--- config.mk ---
export PLATFORM = sky130hd
export DESIGN_NAME = mem_stage
export DESIGN_NICKNAME = d
export VERILOG_FILES = /design/src/rtl/nes_pkg.sv /design/src/rtl/mem_stage.sv
export SDC_FILE = /design/constraint.sdc
export NUM_CORES = 1
export LEC_CHECK = 0
export BUFFER_PORTS_ARGS = -buffer_cell sky130_fd_sc_hd__buf_2
export CORE_MARGIN = 2
export CORE_UTILIZATION = 35
export CTS_CLUSTER_SIZE = 12
export DETAILED_ROUTE_END_ITERATION = 8
export PLACE_DENSITY = 0.57
export SLEW_MARGIN = 40
export SYNTH_ARGS = -nofsm -noshare
export SYNTH_HDL_FRONTEND = slang
export SYNTH_SLANG_ARGS = --single-unit
--- constraint.sdc ---
create_clock -name clk_i -period 1.95 [get_ports clk_i]
set_input_delay 0.0975 -clock clk_i [delete_from_list [all_inputs] [get_ports clk_i]]
set_output_delay 0.0975 -clock clk_i [all_outputs]
set_load 0.05 [all_outputs]
--- src/rtl/nes_pkg.sv ---
// Shared types and widths for the memory-access stage.
package nes_pkg;

  localparam int unsigned MEM_ADDR_W = 16;
  localparam int unsigned MEM_DATA_W = 8;

  typedef enum logic [1:0] {
    MEM_NONE = 2'd0,
    LOAD8    = 2'd1,
    STORE8   = 2'd2,
    LOAD16   = 2'd3
  } mem_op_t;

  typedef enum logic [2:0] {
    WB_NONE = 3'd0,
    WB_A    = 3'd1,
    WB_X    = 3'd2,
    WB_Y    = 3'd3,
    WB_SP   = 3'd4,
    WB_PC   = 3'd5
  } wb_reg_t;

  typedef enum logic [2:0] {
    IDLE    = 3'd0,
    REQ_LO  = 3'd1,
    WAIT_LO = 3'd2,
    REQ_HI  = 3'd3,
    WAIT_HI = 3'd4,
    WB      = 3'd5
  } mem_state_t;

endpackage

--- src/rtl/mem_stage.sv ---
// Memory-access stage: byte-wide little-endian loads/stores and register writeback.
module mem_stage
  import nes_pkg::*;
#(
  parameter int unsigned ADDR_W = MEM_ADDR_W,
  parameter int unsigned DATA_W = MEM_DATA_W
) (
  input  logic              clk_i,
  input  logic              rst_i,
  input  logic              ex_valid_i,
  output logic              ex_ready_o,
  input  logic [ADDR_W-1:0] alu_res_i,
  input  logic [DATA_W-1:0] st_data_i,
  input  mem_op_t           mem_op_i,
  input  logic              page_wrap_i,
  input  wb_reg_t           wb_reg_i,
  output logic              mem_req_o,
  output logic              mem_we_o,
  output logic [ADDR_W-1:0] mem_addr_o,
  output logic [DATA_W-1:0] mem_wdata_o,
  input  logic              mem_gnt_i,
  input  logic              mem_rvalid_i,
  input  logic [DATA_W-1:0] mem_rdata_i,
  output logic              wb_valid_o,
  input  logic              wb_ready_i,
  output wb_reg_t           wb_reg_o,
  output logic [ADDR_W-1:0] wb_data_o
);

  mem_state_t        state_q, state_d;
  mem_op_t           op_q, op_d;
  logic              wrap_q, wrap_d;
  logic              rdy_q, rdy_d;
  logic              req_q, req_d;
  logic              we_q, we_d;
  logic [ADDR_W-1:0] addr_q, addr_d;
  logic [DATA_W-1:0] wdata_q, wdata_d;
  logic [DATA_W-1:0] lo_q, lo_d;
  logic              valid_q, valid_d;
  wb_reg_t           wb_reg_q, wb_reg_d;
  logic [ADDR_W-1:0] wb_data_q, wb_data_d;
  logic [ADDR_W-1:0] hi_addr;

  // Second byte address; page wrap keeps the high byte of the address fixed.
  assign hi_addr = wrap_q ? {addr_q[ADDR_W-1:DATA_W], addr_q[DATA_W-1:0] + DATA_W'(1)}
                          : addr_q + ADDR_W'(1);

  // Next-state and next-output logic.
  always_comb begin
    state_d   = state_q;
    op_d      = op_q;
    wrap_d    = wrap_q;
    req_d     = req_q;
    we_d      = we_q;
    addr_d    = addr_q;
    wdata_d   = wdata_q;
    lo_d      = lo_q;
    valid_d   = valid_q;
    wb_reg_d  = wb_reg_q;
    wb_data_d = wb_data_q;

    case (state_q)
      IDLE: begin
        if (ex_valid_i && rdy_q) begin
          op_d     = mem_op_i;
          wrap_d   = page_wrap_i;
          wdata_d  = st_data_i;
          wb_reg_d = (mem_op_i == STORE8) ? WB_NONE : wb_reg_i;
          if (mem_op_i == MEM_NONE) begin
            wb_data_d = alu_res_i;
            valid_d   = 1'b1;
            state_d   = WB;
          end else begin
            addr_d  = alu_res_i;
            req_d   = 1'b1;
            we_d    = (mem_op_i == STORE8);
            state_d = REQ_LO;
          end
        end
      end
      REQ_LO: begin
        if (mem_gnt_i) begin
          req_d = 1'b0;
          we_d  = 1'b0;
          if (op_q == STORE8) begin
            valid_d = 1'b1;
            state_d = WB;
          end else begin
            state_d = WAIT_LO;
          end
        end
      end
      WAIT_LO: begin
        if (mem_rvalid_i) begin
          lo_d = mem_rdata_i;
          if (op_q == LOAD16) begin
            addr_d  = hi_addr;
            req_d   = 1'b1;
            state_d = REQ_HI;
          end else begin
            wb_data_d = ADDR_W'(mem_rdata_i);
            valid_d   = 1'b1;
            state_d   = WB;
          end
        end
      end
      REQ_HI: begin
        if (mem_gnt_i) begin
          req_d   = 1'b0;
          state_d = WAIT_HI;
        end
      end
      WAIT_HI: begin
        if (mem_rvalid_i) begin
          wb_data_d = ADDR_W'({mem_rdata_i, lo_q});
          valid_d   = 1'b1;
          state_d   = WB;
        end
      end
      WB: begin
        if (wb_ready_i) begin
          valid_d = 1'b0;
          state_d = IDLE;
        end
      end
      default: begin
        req_d   = 1'b0;
        we_d    = 1'b0;
        valid_d = 1'b0;
        state_d = IDLE;
      end
    endcase

    rdy_d = (state_d == IDLE);
  end

  // State and output registers with synchronous reset.
  always_ff @(posedge clk_i) begin
    if (rst_i) begin
      state_q   <= IDLE;
      op_q      <= MEM_NONE;
      wrap_q    <= 1'b0;
      rdy_q     <= 1'b1;
      req_q     <= 1'b0;
      we_q      <= 1'b0;
      addr_q    <= '0;
      wdata_q   <= '0;
      lo_q      <= '0;
      valid_q   <= 1'b0;
      wb_reg_q  <= WB_NONE;
      wb_data_q <= '0;
    end else begin
      state_q   <= state_d;
      op_q      <= op_d;
      wrap_q    <= wrap_d;
      rdy_q     <= rdy_d;
      req_q     <= req_d;
      we_q      <= we_d;
      addr_q    <= addr_d;
      wdata_q   <= wdata_d;
      lo_q      <= lo_d;
      valid_q   <= valid_d;
      wb_reg_q  <= wb_reg_d;
      wb_data_q <= wb_data_d;
    end
  end

  assign ex_ready_o  = rdy_q;
  assign mem_req_o   = req_q;
  assign mem_we_o    = we_q;
  assign mem_addr_o  = addr_q;
  assign mem_wdata_o = wdata_q;
  assign wb_valid_o  = valid_q;
  assign wb_reg_o    = wb_reg_q;
  assign wb_data_o   = wb_data_q;

endmodule

==> results by group, run 1 <==
Global route
  • Congestion Overflow GR: 0
  • Number of antenna violations at the first check in global routing: 0
  • Routing usage on met2: 34.98%
  • Most heavily used metal layer in global routing: met2
  • Aggregate global-route resource usage: 21.37%
  • Number of global-route vias before repair: 3716
  • First-pass GRT wire length: 19190 um
  • Global-route track usage on met3: 4.966%
  • Maximum number of pins on one net before global-route repair: 32
  • Global routing usage on met1: 27.89%

STA
  • RSZ-0062 raised after global routing: false
  • Clock tree skew after final layout: 0.01324 ns
  • Fmax: 548.4 MHz
  • Final period util: 93.52%
  • Total Negative Setup Slacks: 0 ns
  • Final number of max-transition violations: 0
  • # setup viols final: 0
  • Final setup margin: 0.1264 ns
  • Final critical path time including I/O delays and setup: 1.824 ns
  • Headroom to the max-slew limit: 56.14%
  • Worst Max-Slew Pin Slew: 0.6579 ns
  • Final hold violations: 0

Yosys
  • Number of warning messages in the yosys log: 0
  • Multiplexer area fraction after synthesis: 0.5448%
  • Largest family of logic cells by synthesized area: compound AO/OA/AOI/OAI gates
  • Netlist area before placement: 3675 sq um
  • Register bit count reported by yosys: 61
  • FFs w/ async S/R, synth: 0%
  • Adder and majority gate portion of the synthesized area: 0.3405%
  • Share of the synthesized area in compound gates (AO/OA/AOI/OAI): 33.40%
  • Syn avg cell area: 8.130 sq um
  • Synthesized-area fraction occupied by xor and xnor cells: 0%
  • Top_reg_cell synth: sky130_fd_sc_hd__dfxtp_1
  • Total nets after synthesis: 497
  • Count of flip-flops with a built-in enable after synthesis: 0
  • Number of library cell types mapped by synthesis: 76
  • Sequential area share after synthesis: 33.23%
  • Count of mapped cells out of synthesis: 452
  • Simple-gate share of the synthesized area: 25.33%

Layout
  • Share of post-route cells with drive strength above 1: 30.09%
  • Final #Nets: 606
  • Final core utilization: 45.36%
  • Number of diodes added for antenna fixing: 0
  • Total of fill cells in the finished design: 1049
  • Non-filler instance count after layout: 701
  • Synth-to-Final Area Change: 26.86%

Route
  • Total Wirelength: 11660 um
  • Initial detailed-routing violation count: 239
  • Vias per std cell: 5.529
  • Post-detailed-route DRC marker count: 0
  • Via count of the routed design: 3876
  • Number of detailed-routing iterations run before antenna repair: 4
  • Average wire per cell in the routed design: 16.63 um
  • Final antenna-violating net count: 0

Power and ir drop
  • Max VDD drop: 0.0006706 V
  • Total Power: 5600 uW
  • Power per cell area: 1201 nW/um^2
  • LEAKAGE: 0.001862 uW

Worst setup path
  • Worst R2R Start: state_q[2]
  • Endpoint required time on the critical path: 2.15 ns
  • Standard cell with the maximum stage delay on the critical path: sky130_fd_sc_hd__or3_1
  • Startpoint type of the worst setup path: flip-flop
  • Critical path data arrival time: 2.02 ns
  • Worst setup path startpoint: state_q[2]
  • Worst path max stage delay: 0.51 ns
  • Crit-path cells: or2_1 -> or3_1 -> buf_4 -> nand2_1 -> a21oi_1
  • Depth of the worst register-to-register path: 5
  • Crit end category: flip-flop
  • Setup CP Type: reg2reg
  • Maximum fanout count along the critical path: 10

Die
  • Number of rows in the core area: 37
  • Full die area: 11330 sq um
  • Number of placed I/O pins: 91
  • DIE HEIGHT: 106.5 um
  • Starting utilization of the core area: 35.76%
  • Die X: 106.5 um
  • CORE AREA: 10280 sq um

Worst hold path
  • Hold Path Stages: 3
  • Startpoint of the most critical hold path: wb_reg_i[2]
  • Kind of path behind the tightest hold check: in2reg

CTS
  • Htree depth: 3
  • CTS tree: done
  • Post-CTS clock slew at the launch and capture registers of the worst setup and hold paths: 0.07 ns
  • Number of buffers created by CTS: 9
  • Root buffer cell: sky130_fd_sc_hd__clkbuf_8
  • Number of clock sinks: 61
  • Worst-skew pair later-pin latency: 0.35 ns
  • Largest buffer count on any clock path: 2

Placed design
  • Detail Placement HPWL: 8357 um
  • RD Place Congestion: 0.8189
  • Port-buffer cells: 90
  • Cell total after placement: 670
  • Minimum setup slack after placement: 0.1613 ns

Run status
  • Outcome: finished clean

Run
  • Number of maximum-capacitance constraint violations: 0
[flip-flops by register name, indices dropped and copies added, names as in the netlist]
signal	flops
op_q	2
mem_wdata_o	8
wb_data_o	16
wrap_q	1
mem_we_o	1
mem_req_o	1
mem_addr_o	16
wb_valid_o	1
lo_q	8
wb_reg_o	3
state_q	3
ex_ready_o	1
[path summary, 6_finish.rpt]
kind	endpoint	slack (ns)
max reg2reg	mem_wdata_o[1]	0.13
max	mem_wdata_o[1]	0.13
min reg2reg	wb_reg_o[2]	0.45
min	wb_reg_o[2]	0.01
[final cells by class]
cell class,instances,area (sq um),share of cell area (%)
multi-input combinational,344,2193,47.05
tap,136,170.2,3.650
timing repair buffer,136,840.8,18.04
sequential,61,1225,26.27
clock buffer,11,151.4,3.247
inverter,9,33.78,0.7246
clock inverter,4,47.55,1.020
[worst max-delay path: cells and delay by family (launching register included)]
kind                   cells  cell delay [ns]
and+or+nand+nor            3             0.96
DFF                        1             0.43
buffers and inverters      1             0.22
AOI/OAI and AO/OA          1             0.07
[report_power, final]
group          total [uW]  switching [uW]  internal, uW
logic                2700            1800           904
registers            1730             249          1490
clock network        1170             518           648
total                5600            2560          3040
[metal layers]
layer	routed length [um]	vias to the layer above
li1	-	1891
met3	715	15
met2	5543	154
met5	0	-
met4	195	0
met1	5203	1816
[cells in the mapped netlist, types with 2 or more instances]
cell type | instances | area (sq um)
sky130_fd_sc_hd__and2_1 | 4 | 25.02
sky130_fd_sc_hd__a2bb2oi_1 | 8 | 70.07
sky130_fd_sc_hd__clkbuf_1 | 13 | 48.80
sky130_fd_sc_hd__a31oi_1 | 4 | 25.02
sky130_fd_sc_hd__buf_1 | 2 | 7.510
sky130_fd_sc_hd__a221oi_1 | 3 | 26.28
sky130_fd_sc_hd__nor3_1 | 2 | 10.01
sky130_fd_sc_hd__nor2_1 | 9 | 33.78
sky130_fd_sc_hd__o211a_1 | 2 | 20.02
sky130_fd_sc_hd__o31a_1 | 2 | 17.52
sky130_fd_sc_hd__nor4_1 | 8 | 50.05
sky130_fd_sc_hd__o211ai_1 | 2 | 15.01
sky130_fd_sc_hd__nor2b_1 | 15 | 93.84
sky130_fd_sc_hd__nand2b_1 | 13 | 81.33
sky130_fd_sc_hd__inv_1 | 9 | 33.78
sky130_fd_sc_hd__nand4_1 | 4 | 25.02
sky130_fd_sc_hd__nand3b_1 | 9 | 67.56
sky130_fd_sc_hd__buf_2 | 12 | 60.06
sky130_fd_sc_hd__nand2_1 | 67 | 251.5
sky130_fd_sc_hd__a311oi_1 | 15 | 131.4
sky130_fd_sc_hd__buf_6 | 8 | 90.09
sky130_fd_sc_hd__nand3_1 | 19 | 95.09
sky130_fd_sc_hd__a211oi_1 | 2 | 15.01
sky130_fd_sc_hd__a32oi_1 | 3 | 26.28
sky130_fd_sc_hd__a21oi_2 | 2 | 17.52
sky130_fd_sc_hd__a311oi_2 | 2 | 30.03
sky130_fd_sc_hd__buf_4 | 3 | 22.52
sky130_fd_sc_hd__mux2i_1 | 2 | 20.02
sky130_fd_sc_hd__dfxtp_1 | 61 | 1221
sky130_fd_sc_hd__a22o_1 | 9 | 78.83
sky130_fd_sc_hd__a21oi_1 | 65 | 325.3
sky130_fd_sc_hd__nor2_2 | 2 | 12.51
sky130_fd_sc_hd__o21ai_0 | 24 | 120.1
sky130_fd_sc_hd__or3_1 | 5 | 31.28
[timing repair]
action / 4_1_cts / 5_1_grt
gates resized for setup: 0 / 1
hold endpoints to repair: 13 / 0
setup endpoints to repair: 0 / 4
setup buffers: 0 / 3
hold buffers: 13 / 0
[stage by stage]
step,instance area [sq um],hold WS [ns]
finish,4662,0.01490
global route,4662,0.02484
CTS,4624,0.0006255
detailed placement,4295,0.3453
global placement,4295,0.3391
floorplan,3677,0.2335
[cell families (layout without fill, tap and decap cells)]
group           Yosys count  in the layout
compound gates          169            169
fa+ha+maj                 1              1
buf+inv                  47            160
flops                    61             61
mux                       2              2
simple gates            172            172
[cell usage in the layout (no fill, tap or decap), types with 2 or more instances in the layout]
cell type / n
sky130_fd_sc_hd__a32oi_1: 3
sky130_fd_sc_hd__and2_1: 4
sky130_fd_sc_hd__nand3_1: 19
sky130_fd_sc_hd__buf_2: 90
sky130_fd_sc_hd__a22o_1: 9
sky130_fd_sc_hd__nor4_1: 8
sky130_fd_sc_hd__o211a_1: 2
sky130_fd_sc_hd__mux2i_1: 2
sky130_fd_sc_hd__nor2_1: 8
sky130_fd_sc_hd__clkbuf_8: 11
sky130_fd_sc_hd__inv_1: 9
sky130_fd_sc_hd__a21oi_1: 65
sky130_fd_sc_hd__o211ai_1: 2
sky130_fd_sc_hd__nand3b_1: 9
sky130_fd_sc_hd__a221oi_1: 3
sky130_fd_sc_hd__or3_1: 5
sky130_fd_sc_hd__nand2b_1: 13
sky130_fd_sc_hd__dfxtp_2: 3
sky130_fd_sc_hd__dfxtp_1: 58
sky130_fd_sc_hd__nor2_2: 3
sky130_fd_sc_hd__nand4_1: 4
sky130_fd_sc_hd__a311oi_2: 2
sky130_fd_sc_hd__buf_4: 32
sky130_fd_sc_hd__o31a_1: 2
sky130_fd_sc_hd__a21oi_2: 2
sky130_fd_sc_hd__a211oi_1: 2
sky130_fd_sc_hd__nor2b_1: 15
sky130_fd_sc_hd__a311oi_1: 15
sky130_fd_sc_hd__a31oi_1: 4
sky130_fd_sc_hd__nand2_1: 67
sky130_fd_sc_hd__dlygate4sd3_1: 13
sky130_fd_sc_hd__clkinv_2: 2
sky130_fd_sc_hd__nor3_1: 2
sky130_fd_sc_hd__o21ai_0: 24
sky130_fd_sc_hd__a2bb2oi_1: 8
(Power assumes the default switching activity.)
==> inputs of run 2 (changes only) <==
REMOVE_ABC_BUFFERS = 1   (was not set)
==> run 2 against run 1 <==
Against the previous run:
- utilization up 0.21 points
- largest cell class unchanged
- power is 1.6% higher
- cell count rose by 0.71%
- highest routed layer unchanged
- critical endpoint unchanged
- design area rose by 0.46%
==> results by group, run 2 (synthesized netlist as in run 1, its figures left out) <==
Run status
  • Outcome: finished clean

Placed design
  • Detail Placement HPWL: 8373 um
  • Post-DP Area: 4323 sq um
  • Cell total after placement: 674
  • Minimum setup slack after placement: 0.2257 ns
  • RD Place Congestion: 0.8521
  • Port-buffer cells: 90

CTS
  • Post-CTS resize count: 0
  • Htree depth: 3
  • Largest buffer count on any clock path: 2
  • Root buffer cell: sky130_fd_sc_hd__clkbuf_8
  • Worst-skew pair later-pin latency: 0.35 ns
  • Post-CTS clock slew at the launch and capture registers of the worst setup and hold paths: 0.08 ns
  • CTS tree: done
  • Number of buffers created by CTS: 9
  • Number of clock sinks: 61

STA
  • Worst Max-Slew Pin Slew: 0.5225 ns
  • Total Negative Setup Slacks: 0 ns
  • Final setup margin: 0.2020 ns
  • # setup viols final: 0
  • Fmax: 572.1 MHz
  • WHS: 0.01943 ns
  • Final critical path time including I/O delays and setup: 1.748 ns
  • Headroom to the max-slew limit: 65.17%
  • Clock tree skew after final layout: 0.007969 ns
  • RSZ-0062 raised after global routing: false
  • Final period util: 89.64%
  • Final number of max-transition violations: 0
  • Final hold violations: 0

Power and ir drop
  • Net Switching: 2650 uW
  • Switching power as a share of total power: 46.58%
  • Sequential power share: 30.0%
  • Power per cell area: 1215 nW/um^2
  • Internal power: 3039 uW
  • Max VDD drop: 0.0006368 V
  • LEAKAGE: 0.001875 uW
  • Combinational fraction of design power: 48.6%
  • Clk network pwr share: 21.4%

Route
  • Highest metal used: met4
  • Initial detailed-routing violation count: 206
  • Detailed route wirelength on metal2: 5544 um
  • Via count of the routed design: 3947
  • Number of detailed-routing iterations run before antenna repair: 5
  • Vias per std cell: 5.591
  • Final antenna-violating net count: 0
  • Post-detailed-route DRC marker count: 0
  • Met3 Wirelength: 622 um
  • M1 WL: 5464 um
  • Total Wirelength: 11840 um
  • Average wire per cell in the routed design: 16.77 um

Worst setup path
  • Endpoint required time on the critical path: 2.16 ns
  • Count of buffer and inverter cells on the critical path: 1
  • Setup CP Type: reg2reg
  • Startpoint type of the worst setup path: flip-flop
  • Crit-path cells: or2_1 -> or3_1 -> buf_4 -> nand2_1 -> a21oi_1
  • Critical path data arrival time: 1.96 ns
  • Maximum fanout count along the critical path: 9
  • Worst path max stage delay: 0.46 ns
  • Crit end category: flip-flop
  • Standard cell with the maximum stage delay on the critical path: sky130_fd_sc_hd__or3_1
  • Cell family contributing the most delay on the critical path: simple AND/OR/NAND/NOR gates

Die
  • Die X: 106.5 um
  • Number of placed I/O pins: 91
  • CORE AREA: 10280 sq um
  • Starting utilization of the core area: 35.76%
  • DIE HEIGHT: 106.5 um
  • Number of rows in the core area: 37
  • Full die area: 11330 sq um

Layout
  • Non-filler instance count after layout: 706
  • Total of fill cells in the finished design: 1074
  • Synth-to-Final Area Change: 27.44%
  • Cell area after layout: 4683 sq um
  • Number of diodes added for antenna fixing: 0
  • Share of post-route cells with drive strength above 1: 30.18%
  • Final #Nets: 610
  • Most common cell after layout, fill and taps aside: sky130_fd_sc_hd__buf_2
  • Most frequent cells in the layout: sky130_fd_sc_hd__buf_2 (90), sky130_fd_sc_hd__nand2_1 (67), sky130_fd_sc_hd__a21oi_1 (65), sky130_fd_sc_hd__dfxtp_1 (60), sky130_fd_sc_hd__buf_4 (37)

Global route
  • Maximum number of pins on one net before global-route repair: 32
  • Number of antenna violations at the first check in global routing: 0
  • Aggregate global-route resource usage: 21.21%
  • First-pass GRT wire length: 19080 um
  • Congestion Overflow GR: 0
  • Number of global-route vias before repair: 3805

Worst hold path
  • Kind of path behind the tightest hold check: in2reg

Run
  • Number of maximum-capacitance constraint violations: 0
run 2: repair_timing:
action / in CTS / in global routing
hold buffers: 13 / 0
endpoints found under the setup margin: 0 / 1
hold endpoints to repair: 13 / 0
buffers inserted: 0 / 3
run 2: worst paths after layout:
| kind | slack, ns | depth (start not counted) | from | end |
|---|---|---|---|---|
| setup / recovery | 0.20 | 5 | state_q[2] | mem_wdata_o[1] |
| hold / removal | 0.02 | 3 | mem_rdata_i[2] | lo_q[2] |
| setup reg to reg | 0.20 | 5 | state_q[2] | mem_wdata_o[1] |
| hold reg to reg | 0.45 | 2 | mem_wdata_o[4] | mem_wdata_o[4] |
run 2: metal layers:
| layer | track usage, % | up-vias |
|---|---|---|
| met4 | 7.699 | 0 |
| met5 | 0 | - |
| met2 | 33.75 | 104 |
| li1 | - | 1910 |
| met3 | 4.844 | 17 |
| met1 | 28.10 | 1916 |
run 2: power groups by stage:
stage	logic [uW]	registers [uW]	clock network [uW]
final	2770	1710	1220
after global routing	2980	1740	1290
after CTS	2730	1700	1240
after detailed placement	2700	1720	0
after global placement	2680	1720	0
after floorplan	1060	2490	0
run 2: stage by stage:
step	total power [uW]	util, %
global placement	4400	42.06
finish	5689	45.57
floorplan	3552	-
CTS	5667	45.35
detailed placement	4428	42.06
global route	6009	45.57
run 2: area by class of cell:
| class | instances | area, sq um | area share [%] |
|---|---|---|---|
| multi-input cells | 344 | 2191 | 46.78 |
| flip-flops and latches | 61 | 1222 | 26.10 |
| repair buffers | 140 | 858.3 | 18.33 |
| well taps | 136 | 170.2 | 3.633 |
| clock buffers | 10 | 137.6 | 2.939 |
| clock inverters | 6 | 70.07 | 1.496 |
| inverters | 9 | 33.78 | 0.7213 |
run 2: tightest hold or removal path: stages:
cell,delay (ns)
sky130_fd_sc_hd__buf_2,0.12
sky130_fd_sc_hd__nand2_1,0.05
sky130_fd_sc_hd__a21oi_1,0.05
